$ cat config.mk
export PLATFORM = sky130hd
export DESIGN_NAME = wb_arbiter
export DESIGN_NICKNAME = d
export VERILOG_FILES = /design/src/rtl/rv_pkg.sv /design/src/rtl/wb_fifo.sv /design/src/rtl/wb_arbiter.sv
export SDC_FILE = /design/constraint.sdc
export NUM_CORES = 1
export LEC_CHECK = 0
export CAP_MARGIN = 15
export CORE_UTILIZATION = 40
export CTS_CLUSTER_SIZE = 14
export DETAILED_ROUTE_END_ITERATION = 8
export SYNTH_ARGS = -nofsm -noshare
export SYNTH_HDL_FRONTEND = slang
export SYNTH_HIERARCHICAL = 1
export SYNTH_SLANG_ARGS = --single-unit
$ cat constraint.sdc
create_clock -name clk -period 15.5 [get_ports clk]
set_input_delay 3.1 -clock clk [delete_from_list [all_inputs] [get_ports clk]]
set_output_delay 3.1 -clock clk [all_outputs]
set_load 0.1 [all_outputs]
$ cat src/rtl/rv_pkg.sv
// rtl/rv_pkg.sv - shared register-file constants and writeback entry type
package rv_pkg;

   localparam int XLEN       = 64;
   localparam int REG_ADDR_W = 5;
   localparam int NREGS      = 32;

   localparam int SRC_ALU  = 0;
   localparam int SRC_MUL  = 1;
   localparam int SRC_LOAD = 2;

   typedef struct packed {
      logic [REG_ADDR_W-1:0] addr;
      logic [XLEN-1:0]       data;
   } wb_entry_t;

endpackage

$ cat src/rtl/wb_fifo.sv
// rtl/wb_fifo.sv - small in-order writeback buffer for one source
module wb_fifo
   import rv_pkg::*;
#(
   parameter int DEPTH = 2
) (
   input  logic      i_clk,
   input  logic      i_rst,
   input  logic      i_push,
   input  logic      i_pop,
   input  wb_entry_t i_din,
   output wb_entry_t o_head,
   output logic      o_full,
   output logic      o_empty
);

   localparam int AW = $clog2(DEPTH);

   wb_entry_t      r_mem [DEPTH];
   logic [AW-1:0]  r_wptr;
   logic [AW-1:0]  r_rptr;
   logic [AW:0]    r_count;
   logic           w_do_push;
   logic           w_do_pop;

   assign o_full    = (r_count == (AW+1)'(DEPTH));
   assign o_empty   = (r_count == '0);
   assign o_head    = r_mem[r_rptr];
   assign w_do_push = i_push && !o_full;
   assign w_do_pop  = i_pop && !o_empty;

   always_ff @(posedge i_clk) begin
      if (i_rst) begin
         r_wptr  <= '0;
         r_rptr  <= '0;
         r_count <= '0;
      end else begin
         if (w_do_push) begin
            r_mem[r_wptr] <= i_din;
            r_wptr        <= r_wptr + 1'b1;
         end
         if (w_do_pop)
            r_rptr <= r_rptr + 1'b1;
         case ({w_do_push, w_do_pop})
            2'b10:   r_count <= r_count + 1'b1;
            2'b01:   r_count <= r_count - 1'b1;
            default: r_count <= r_count;
         endcase
      end
   end

endmodule

$ cat src/rtl/wb_arbiter.sv
// rtl/wb_arbiter.sv - round-robin serialiser of writeback results onto the register-file write port
// Optional pending-write scoreboard output (busy) enabled by WB_SCOREBOARD_EN.
module wb_arbiter #(
   parameter int XLEN  = rv_pkg::XLEN,
   parameter int NSRC  = 3,
   parameter int DEPTH = 2
) (
   input  logic               clk,
   input  logic               rst,
   input  logic [NSRC-1:0]    src_valid,
   output logic [NSRC-1:0]    src_ready,
   input  logic [NSRC*5-1:0]  src_addr,
   input  logic [NSRC*XLEN-1:0] src_data,
   output logic               wr_en,
   output logic [4:0]         wr_addr,
   output logic [XLEN-1:0]    wr_data
`ifdef WB_SCOREBOARD_EN
   ,
   output logic [31:0]        busy
`endif
);

   localparam int SW = (NSRC > 1) ? $clog2(NSRC) : 1;

   rv_pkg::wb_entry_t w_src_entry [NSRC];
   rv_pkg::wb_entry_t w_head      [NSRC];
   rv_pkg::wb_entry_t w_gnt_entry;
   logic [NSRC-1:0]   w_full;
   logic [NSRC-1:0]   w_empty;
   logic [NSRC-1:0]   w_push;
   logic [NSRC-1:0]   w_pop;
   logic              w_gnt_vld;
   logic [SW-1:0]     w_gnt_idx;
   logic [SW-1:0]     r_last;

   for (genvar g = 0; g < NSRC; g++) begin : g_src
      assign w_src_entry[g].addr = src_addr[5*g +: 5];
      assign w_src_entry[g].data = src_data[XLEN*g +: XLEN];
      assign src_ready[g]        = !rst && !w_full[g];
      // x0 results are consumed by the handshake but never enter the buffer
      assign w_push[g] = src_valid[g] && src_ready[g] && (w_src_entry[g].addr != '0);

      wb_fifo #(.DEPTH(DEPTH)) u_fifo (
         .i_clk   (clk),
         .i_rst   (rst),
         .i_push  (w_push[g]),
         .i_pop   (w_pop[g]),
         .i_din   (w_src_entry[g]),
         .o_head  (w_head[g]),
         .o_full  (w_full[g]),
         .o_empty (w_empty[g])
      );
   end

   always_comb begin
      int idx;
      w_gnt_vld = 1'b0;
      w_gnt_idx = '0;
      idx       = 0;
      for (int k = 1; k <= NSRC; k++) begin
         idx = (int'(r_last) + k) % NSRC;
         if (!w_gnt_vld && !w_empty[idx]) begin
            w_gnt_vld = 1'b1;
            w_gnt_idx = SW'(idx);
         end
      end
   end

   always_comb begin
      w_pop = '0;
      for (int i = 0; i < NSRC; i++)
         w_pop[i] = w_gnt_vld && (w_gnt_idx == SW'(i));
   end

   assign w_gnt_entry = w_head[w_gnt_idx];

   always_ff @(posedge clk) begin
      if (rst) begin
         wr_en   <= 1'b0;
         wr_addr <= '0;
         wr_data <= '0;
         r_last  <= SW'(NSRC - 1);
      end else begin
         wr_en <= w_gnt_vld;
         if (w_gnt_vld) begin
            wr_addr <= w_gnt_entry.addr;
            wr_data <= w_gnt_entry.data;
            r_last  <= w_gnt_idx;
         end
      end
   end

`ifdef WB_SCOREBOARD_EN
   localparam int CW = $clog2(NSRC*DEPTH + 1);

   logic [CW-1:0]            r_pend     [rv_pkg::NREGS];
   logic [CW-1:0]            w_pend_nxt [rv_pkg::NREGS];
   logic [rv_pkg::NREGS-1:0] r_busy;

   // Several sources may target the same register in one cycle, so count every push
   always_comb begin
      for (int r = 0; r < rv_pkg::NREGS; r++) begin
         w_pend_nxt[r] = r_pend[r];
         for (int i = 0; i < NSRC; i++)
            if (w_push[i] && (w_src_entry[i].addr == 5'(r)))
               w_pend_nxt[r] = w_pend_nxt[r] + CW'(1);
         if (w_gnt_vld && (w_gnt_entry.addr == 5'(r)))
            w_pend_nxt[r] = w_pend_nxt[r] - CW'(1);
      end
   end

   always_ff @(posedge clk) begin
      if (rst) begin
         r_busy <= '0;
         for (int r = 0; r < rv_pkg::NREGS; r++)
            r_pend[r] <= '0;
      end else begin
         for (int r = 0; r < rv_pkg::NREGS; r++) begin
            r_pend[r] <= w_pend_nxt[r];
            r_busy[r] <= (r != 0) && (w_pend_nxt[r] != '0);
         end
      end
   end

   assign busy = r_busy;
`endif

endmodule
After elaboration in Yosys (flattened, before gate mapping)

Memory sizes are Yosys's and may differ from the RTL's. A register that Yosys moved wholly into a read port is not among the register bits.
Index checks and enable logic that the tools add are counted.

Flip-flop bits (word level): 84
RAM bits: 414
Memories kept: 3

Add/subtract/negate cells: 15
Div/mod/pow operators: 3
$lt $le $gt $ge: 4
Equality and inequality tests: 11
Multiplexer cells: 36
Bitwise logic cells: 1
Reduce and logical (&&, ||, !) cells: 40

Memories:

| name                  | words | width | read ports | clocked after Yosys merged registers in | wr ports | line          | source |
|---|---|---|---|---|---|---|---|
| g_src[0].u_fifo.r_mem | 2     | 69    | 1          | 1                                       | 1        | wb_fifo.sv:19 | `wb_entry_t r_mem [DEPTH];` |
| g_src[1].u_fifo.r_mem | 2     | 69    | 1          | 1                                       | 1        | wb_fifo.sv:19 |  |
| g_src[2].u_fifo.r_mem | 2     | 69    | 1          | 1                                       | 1        | wb_fifo.sv:19 |  |

Operators with widths:

| kind                  | count |
|---|---|
| $bmux 69 s2           | 1 |
| $mux 69               | 2 |
| $lt 32x4->1 const B   | 3 |
| $mod 32x3->32 const B | 3 |
| $mux 1                | 24 |
| $logic_and 1x1->1     | 20 |
| $reduce_bool 5->1     | 3 |
| $eq 2x2->1 const B    | 7 |
| $pmux 2 s2            | 3 |
| $logic_not 1->1       | 10 |
| $eq 2x1->1 const B    | 4 |
| $logic_not 2->1       | 4 |
| $add 1x1->1 const B   | 6 |
| $add 2x1->2 const B   | 3 |
| $add 2x2->3 const B   | 2 |
| $bmux 1 s2            | 3 |
| $mux 2                | 3 |
| $reduce_bool 2->1     | 3 |
| $sub 2x1->2 const B   | 3 |
| $add 2x1->3 const B   | 1 |
| $ge 3x3->1 const B    | 1 |
| $not 2->3             | 1 |

Logic depth before layout (Yosys ltp)

Depth in word-level cells: 16
Gate-level depth with buffers: 14

Modules after synthesis

The synthesis kept the hierarchy.

Modules (own cells, without submodules):

| module     | instances | cells each | area an instance (µm²) |
|---|---|---|---|
| wb_fifo    | 3         | 240        | 5191.2 |
| wb_arbiter | 1         | 377        | 3568.4 |

Worst setup path before layout

OpenSTA, ideal clock, no wires.

Path type: input port to flip-flop
Start: input port rst
End: memory g_src[0].u_fifo/r_mem[1][0] (netlist bit), enable pin
Library setup time: 0.596 ns
Arrival time: 10.056 ns
Data required time: 14.904 ns
Slack: 4.847 ns
Cell stages on the path: 6
Buffers on the path: 1
Path through: clkbuf_1 -> nor2_1 -> nand2_1 -> a21oi_1 -> nand2b_1 -> nor3b_1

Word-level cells in the longest chain between the ends: 8

RTL lines:

| element                        | line             | source |
|---|---|---|
| from (decl)                    | wb_arbiter.sv:9  | `input logic rst,` |
| $logic_not 1->1                | wb_arbiter.sv:39 | `assign src_ready[g] = !rst && !w_full[g];` |
| $logic_and 1x1->1              | wb_arbiter.sv:39 |  |
| net src_ready[0]               | wb_arbiter.sv:11 | `output logic [NSRC-1:0] src_ready,` |
| $logic_and 1x1->1 (2 in a row) | wb_arbiter.sv:41 | `assign w_push[g] = src_valid[g] && src_ready[g] && (w_src_entry[g].addr != '0);` |
| net w_push[0]                  | wb_arbiter.sv:30 | `logic [NSRC-1:0] w_push;` |
| $logic_and 1x1->1              | wb_fifo.sv:29    | `assign w_do_push = i_push && !o_full;` |
| $mux 1                         | wb_fifo.sv:38    | `if (w_do_push) begin` |
| $mux 1                         | wb_fifo.sv:33    | `if (i_rst) begin` |
| $mux 1 (implied by the code)   | wb_fifo.sv:39    | `r_mem[r_wptr] <= i_din;` |
| to (decl)                      | wb_fifo.sv:19    |  |

The timed path passes the listed nets, and every way through them passes these cells.

Worst setup path in the final report

Start: input port rst
End: output port src_ready[2]

Word-level cells in the longest chain between the ends: 2

RTL lines:

| element           | line |
|---|---|
| $logic_not 1->1   | wb_arbiter.sv:39 |
| $logic_and 1x1->1 | wb_arbiter.sv:39 |
| to (decl)         | wb_arbiter.sv:11 |

Every way passes these cells.

==> reports/summary.log <==
[floorplanning] Starting Density 40.86%
[clock_network] total of cells resized after clock tree synthesis 0
[logic_synthesis] average size of a mapped cell 17.45 um^2
[floorplanning] count of pins on the block boundary 285
[clock_network] clock insertion delay at the later pin of the skew report 0.58 ns
[floorplanning] row cnt 79
[finish] fraction of final layout cells with drive strength greater than 1 8.420%
[status] failing checks DRC
[critical_path] R2R Path Start r_last[1]
[logic_synthesis] cell count after synthesis 1097
[power_and_ir_drop] total leakage power 8.347 nW
[detailed_routing] remaining antenna violation count 0
[timing] Period minus WS final 8.232 ns
[power_and_ir_drop] power per unit of standard cell area 193.8 nW/um^2
[global_routing] global-route congestion overflow total 0
[clock_network] Longest Clk Path Bufs 3
[timing] fmax 121.5 MHz
[hold_path] launch instance of the worst min-delay path wr_data[55]
[detailed_routing] Routed Wire Length 45.11 mm
[critical_path] kind of end point of the critical path output port
[clock_network] number of setup buffers added after CTS 0
[critical_path] kind of start point of the critical path input pin
[detailed_routing] Pre-antenna DRT Iters 7
[power_and_ir_drop] VDD IR max 183.2 uV
[finish] final std cells w/o fill 2056
[critical_path] Critical Path Fanout Max 30
[floorplanning] Die Outline Area 48740 um^2
[clock_network] root cell of the clock tree clkbuf_16
[logic_synthesis] async set-reset flop share out of synthesis 0%
[timing] post-route clock period utilization 53.11%
[floorplanning] horizontal extent of the die 220.8 um
[detailed_routing] number of DRC violations after detailed-routing iteration 0 596
[status] result of the run finished with violations
[detailed_routing] number of vias after detailed routing 10670
[global_routing] number of antenna violations at the first check in global routing 3
[timing] worst slew margin relative to its limit 29.27%
[critical_path] Critical Path AT 5.13 ns
[clock_network] CTS clk-pin slew, worst paths 0.06 ns
[clock_network] clock net sink count 501
[finish] end-of-flow core utilization 52.23%
[timing] slew of the pin with the lowest slew margin 1.058 ns
[logic_synthesis] number of distinct standard cells referenced by the synthesized netlist 42
[finish] number of nets at the end of the flow 1623
[critical_path] Crit path required time 12.40 ns
[logic_synthesis] Yosys Warn Count 6
[finish] layout overhead on the synthesized area 27.83%
[critical_path] source of the critical timing path rst
[logic_synthesis] most used flip-flop cell after synthesis edfxtp_1
[place] DP Wirelength 27.16 mm
[clock_network] number of H-tree branching levels 2
[global_routing] vias in the first global route 11160
[global_routing] global-route wire length before repair 66.56 mm
[finish] diode insertion count for antenna repair 0
[finish] fillers 3913
[place] Post-Place Cells 1956
[power_and_ir_drop] total power 4.742 mW
[logic_synthesis] EDFF count, synth 414
[hold_path] worst min path class reg -> reg
[logic_synthesis] synthesized net count 1316
[global_routing] largest net degree at the start of global routing 53
[timing] unrepaired setup endpoints after global routing false
[place] global placement routability congestion 0.7751
[detailed_routing] post-detailed-route wirelength per cell 21.94 um
[critical_path] Setup Crit Path Kind in -> out
[detailed_routing] DRC violations left 16
[global_routing] overall routing resource usage 18.60%
[floorplanning] height of the chip 220.8 um
[logic_synthesis] Synth Register Bits 501
[clock_network] cts bufs inserted 53
[run] total of max-cap violations 0
[clock_network] CTS tree done
[place] number of buffers added on ports 284
[floorplanning] core area 46850 um^2
[clock_network] number of hold buffers added after CTS 0
[timing] worst hold slack 0.4784 ns
[timing] maximum clock skew at final layout 0.008543 ns
[timing] Final setup violation count 0
[detailed_routing] Vias/cell 5.192
[logic_synthesis] portion of the post-synthesis area used by sequential elements 74.04%
[timing] Setup TNS Final 0 ns
[timing] final hold vios 0
[logic_synthesis] Syn Std Cell Area 19140 um^2
[timing] number of pins exceeding their max-slew limit in the final report 0
==> stage by stage <==
step                      area [um^2]  setup WS [ns]
after detailed placement        22710          7.277
after floorplan                 19140          4.847
after global routing            24470          7.217
after CTS                       24470          7.265
after global placement          22710          7.315
final                           24470          7.268
==> routing by layer <==
| layer | track usage [%] | part of all wire [%] | vias to the layer above |
|---|---|---|---|
| met5 | 0 | 0.093 | - |
| met4 | 6.073 | 2.4 | 6 |
| met3 | 3.890 | 5.8 | 74 |
| met2 | 31.24 | 49 | 289 |
| met1 | 23.98 | 43 | 5393 |
| li1 | - | - | 4912 |
==> critical path, cell delays in order <==
cell             delay [ns]
clkdlybuf4s50_1        0.40
buf_4                  0.25
nor2_1                 0.21
clkdlybuf4s50_1        1.16
==> path summary, 6_finish.rpt <==
path / cells past startpoint / slack (ns) / end
setup / recovery: 4 / 7.27 / src_ready[2]
hold reg to reg: 2 / 0.48 / wr_data[55]
setup reg to reg: 10 / 11.70 / wr_data[61]
hold / removal: 2 / 0.48 / wr_data[55]
==> power breakdown <==
group / internal [mW] / leakage, nW / switching, mW / total (mW)
registers: 1.60 / 4.48 / 0.0855 / 1.69
logic: 0.610 / 3.00 / 1.19 / 1.80
clock network: 0.749 / 0.867 / 0.501 / 1.25
==> cell usage in the layout, fill, tap and decap left out, drive strengths merged, types with 2 or more instances in the layout <==
cell type	synthesis	layout
nor3	7	7
a21oi	12	12
edfxtp	414	414
clkbuf	20	83
a31oi	3	3
o21ai	77	77
a22oi	69	69
nor2b	4	4
bufinv	0	2
clkdlybuf4s50	0	284
nor3b	3	3
inv	11	12
mux2	210	210
a211oi	3	3
xnor2	6	6
mux2i	70	70
or3	7	7
nand2	5	5
xor2	3	3
o21a	4	4
o32ai	2	2
buf	35	23
dfxtp	87	87
nand2b	4	4
nor2	23	23
ha	7	7
clkinv	0	13
==> cells by family (layout without fill, tap and decap cells) <==
logic type	count (synthesis)	in the layout	share of synthesized area (%)
AND/OR/NAND/NOR	59	59	1.575
multiplexers	280	280	16.03
flip-flops	501	501	74.04
adder cells (fa/ha/maj)	7	7	0.4575
buffers and inverters	66	418	1.706
XOR/XNOR	9	9	0.4118
AO/OA/AOI/OAI	175	175	5.772
==> cell usage after synthesis (7+ instances only) <==
library cell | instances | area share (%)
ha_1 | 7 | 0.46
edfxtp_1 | 414 | 65
buf_2 | 21 | 0.55
inv_1 | 11 | 0.22
or3_1 | 7 | 0.23
dfxtp_1 | 87 | 9.1
a22oi_1 | 69 | 2.7
mux2_1 | 207 | 12
nor3_1 | 7 | 0.18
o21ai_0 | 73 | 1.9
clkbuf_1 | 20 | 0.39
nor2_1 | 23 | 0.45
a21oi_1 | 11 | 0.29
mux2i_1 | 70 | 3.7
==> area by class of cell <==
cell class,count,area (um^2),share of cell area (%)
Clock buffer,83,1622,6.627
Inverter,11,41.29,0.1687
Tap cell,607,759.5,3.104
Clock inverter,17,138.9,0.5676
Multi-Input combinational cell,530,4708,19.24
Timing Repair Buffer,307,3015,12.32
Sequential cell,501,14180,57.97
==> sequential cells by signal, summed over array words and instances (netlist names), named ones only <==
name	flops
g_src.u_fifo/r_rptr	3
wr_data	64
g_src.u_fifo/r_wptr	3
wr_en	1
g_src.u_fifo/r_mem	414
r_last	2
g_src.u_fifo/r_count	6
wr_addr	5
Power figures use the tool's default switching activity.
==> variant (config.mk and constraints unchanged) <==
The option `WB_SCOREBOARD_EN` is turned on by a define.
--- a/src/rtl/wb_arbiter.sv
+++ b/src/rtl/wb_arbiter.sv
@@ -2,2 +2,4 @@
 // Optional pending-write scoreboard output (busy) enabled by WB_SCOREBOARD_EN.
+`define WB_SCOREBOARD_EN
+
 module wb_arbiter #(
Formal check against the unedited RTL (old outputs only; new: busy): no difference found for any inputs over 4 cycles, from zero or initial values and one cycle with rst high; that may be too few to reach the edited logic, so the function may still have changed.
==> variant against the original RTL <==
- sequential share of layout area decreased by 13 points
- synthesized area is 60% higher
- routed wire length up 93%
- global-route usage up 3.7 points
- combinational power rose by 120%
- sequential cell count is 124 higher
- power up 62%
- fmax about the same
- synthesized cell count is 140% higher
- critical path depth is 1 lower
- design area grew 51%
- worst setup slack improved by 6.3 ps
- sequential power up 28%
==> variant: results (changes against the original RTL) <==
Logic synthesis
• 2,991 — Mapped Nets, was 1,316
• sky130_fd_sc_hd__edfxtp_1, sky130_fd_sc_hd__dfxtp_1, sky130_fd_sc_hd__mux2_1 — top cells by area in the synthesized netlist, was sky130_fd_sc_hd__edfxtp_1, sky130_fd_sc_hd__mux2_1, sky130_fd_sc_hd__dfxtp_1
• 7.712% — XOR/XNOR Fraction of Synth Area, was 0.4118%
• 5.079% — share of synthesized cell area in full adder, half adder and majority cells, was 0.4575%
• 71 — Netlist cell types, was 42
• 54.52% — sequential element share of the synthesized area, was 74.04%
• 6.660% — share of the synthesized area in compound gates (AO/OA/AOI/OAI), was 5.772%
• sky130_fd_sc_hd__edfxtp_1, sky130_fd_sc_hd__nand2_1, sky130_fd_sc_hd__nor2_1 — top cells by instance count after synthesis, was sky130_fd_sc_hd__edfxtp_1, sky130_fd_sc_hd__mux2_1, sky130_fd_sc_hd__dfxtp_1

Power and ir drop
• 13.62 nW — total leakage power, was 8.347 nW
• 0.2354 mV — worst-case vdd ir drop, was 0.1832 mV

Drt
• 5.389 — via-per-instance ratio, was 5.192
• 21.82 um — post-DR wirelength/cell, was 21.94 um
• 5811 um — met3 WL, was 2628 um
• 42,690 um — Routed met2 length, was 21,930 um

STA
• 20.06 ps — setup clock skew after layout, was 8.543 ps
• 21.36% — Max transition margin, was 29.27%

Global routing
• 4.004% — met3 track demand over resource in global routing, was 3.890%
• 22.27% — Tot GR Track Use, was 18.60%
• 38.80% — global routing usage on met2, was 31.24%
• 131,300 um — first-pass GRT wire length, was 66,560 um

Placed design
• 0.03466 mm2 — placed standard-cell area, was 0.02271 mm2
• 315 — Buffers on Ports, was 284
• 57,190 um — HPWL Detailed, was 27,160 um
• 7183 ps — Post-Place Worst Slack, was 7277 ps
• 0.8622 — global placement routability congestion, was 0.7751

Run status
• finished clean — outcome, was finished, violations left

Cells and area
• 3,291 — net count reported at finish, was 1,623
• 6,606 — final-layout fill cell count, was 3,913
• g_src.u_fifo/r_mem x414, r_pend x93, wr_data x64 — largest registers, was g_src.u_fifo/r_mem x414, wr_data x64, g_src.u_fifo/r_count x6

Worst setup path
• 1190 ps — Max stage delay on crit path, was 1160 ps
• 13 — Register-to-Register Path Depth, was 10
• 135 — critical path fanouts, max, was 30

CTS
• 620 ps — worst-skew pair later-pin latency, was 580 ps
• 72 — clock buffers created by TritonCTS, was 53

## variant: final timing paths
| path | startpoint | end | slack (ps) |
|---|---|---|---|
| worst min register to register | wr_addr[1] | wr_addr[1] | 460 |
| worst min-delay path | wr_addr[1] | wr_addr[1] | 460 |
| worst max-delay path | rst | src_ready[2] | 7270 |
| worst max register to register | r_last[0] | busy[25] | 10400 |
## variant: layout make-up
| class | instances | area, um2 | share of cell area (%) |
|---|---|---|---|
| sequential | 625 | 16670 | 45.12 |
| tap | 969 | 1212 | 3.282 |
| clock buffer | 110 | 2004 | 5.426 |
| multi-input combinational | 1850 | 13190 | 35.70 |
| antenna | 9 | 22.52 | 0.06097 |
| inverter | 63 | 236.5 | 0.6402 |
| clock inverter | 22 | 241.5 | 0.6537 |
| timing repair buffer | 343 | 3367 | 9.115 |
## variant: power by group
group | internal [mW] | switching [mW] | total [mW]
Combinational | 1.19 | 2.70 | 3.89
Clock | 0.921 | 0.693 | 1.61
Sequential | 2.03 | 0.135 | 2.16
Total | 4.14 | 3.53 | 7.67
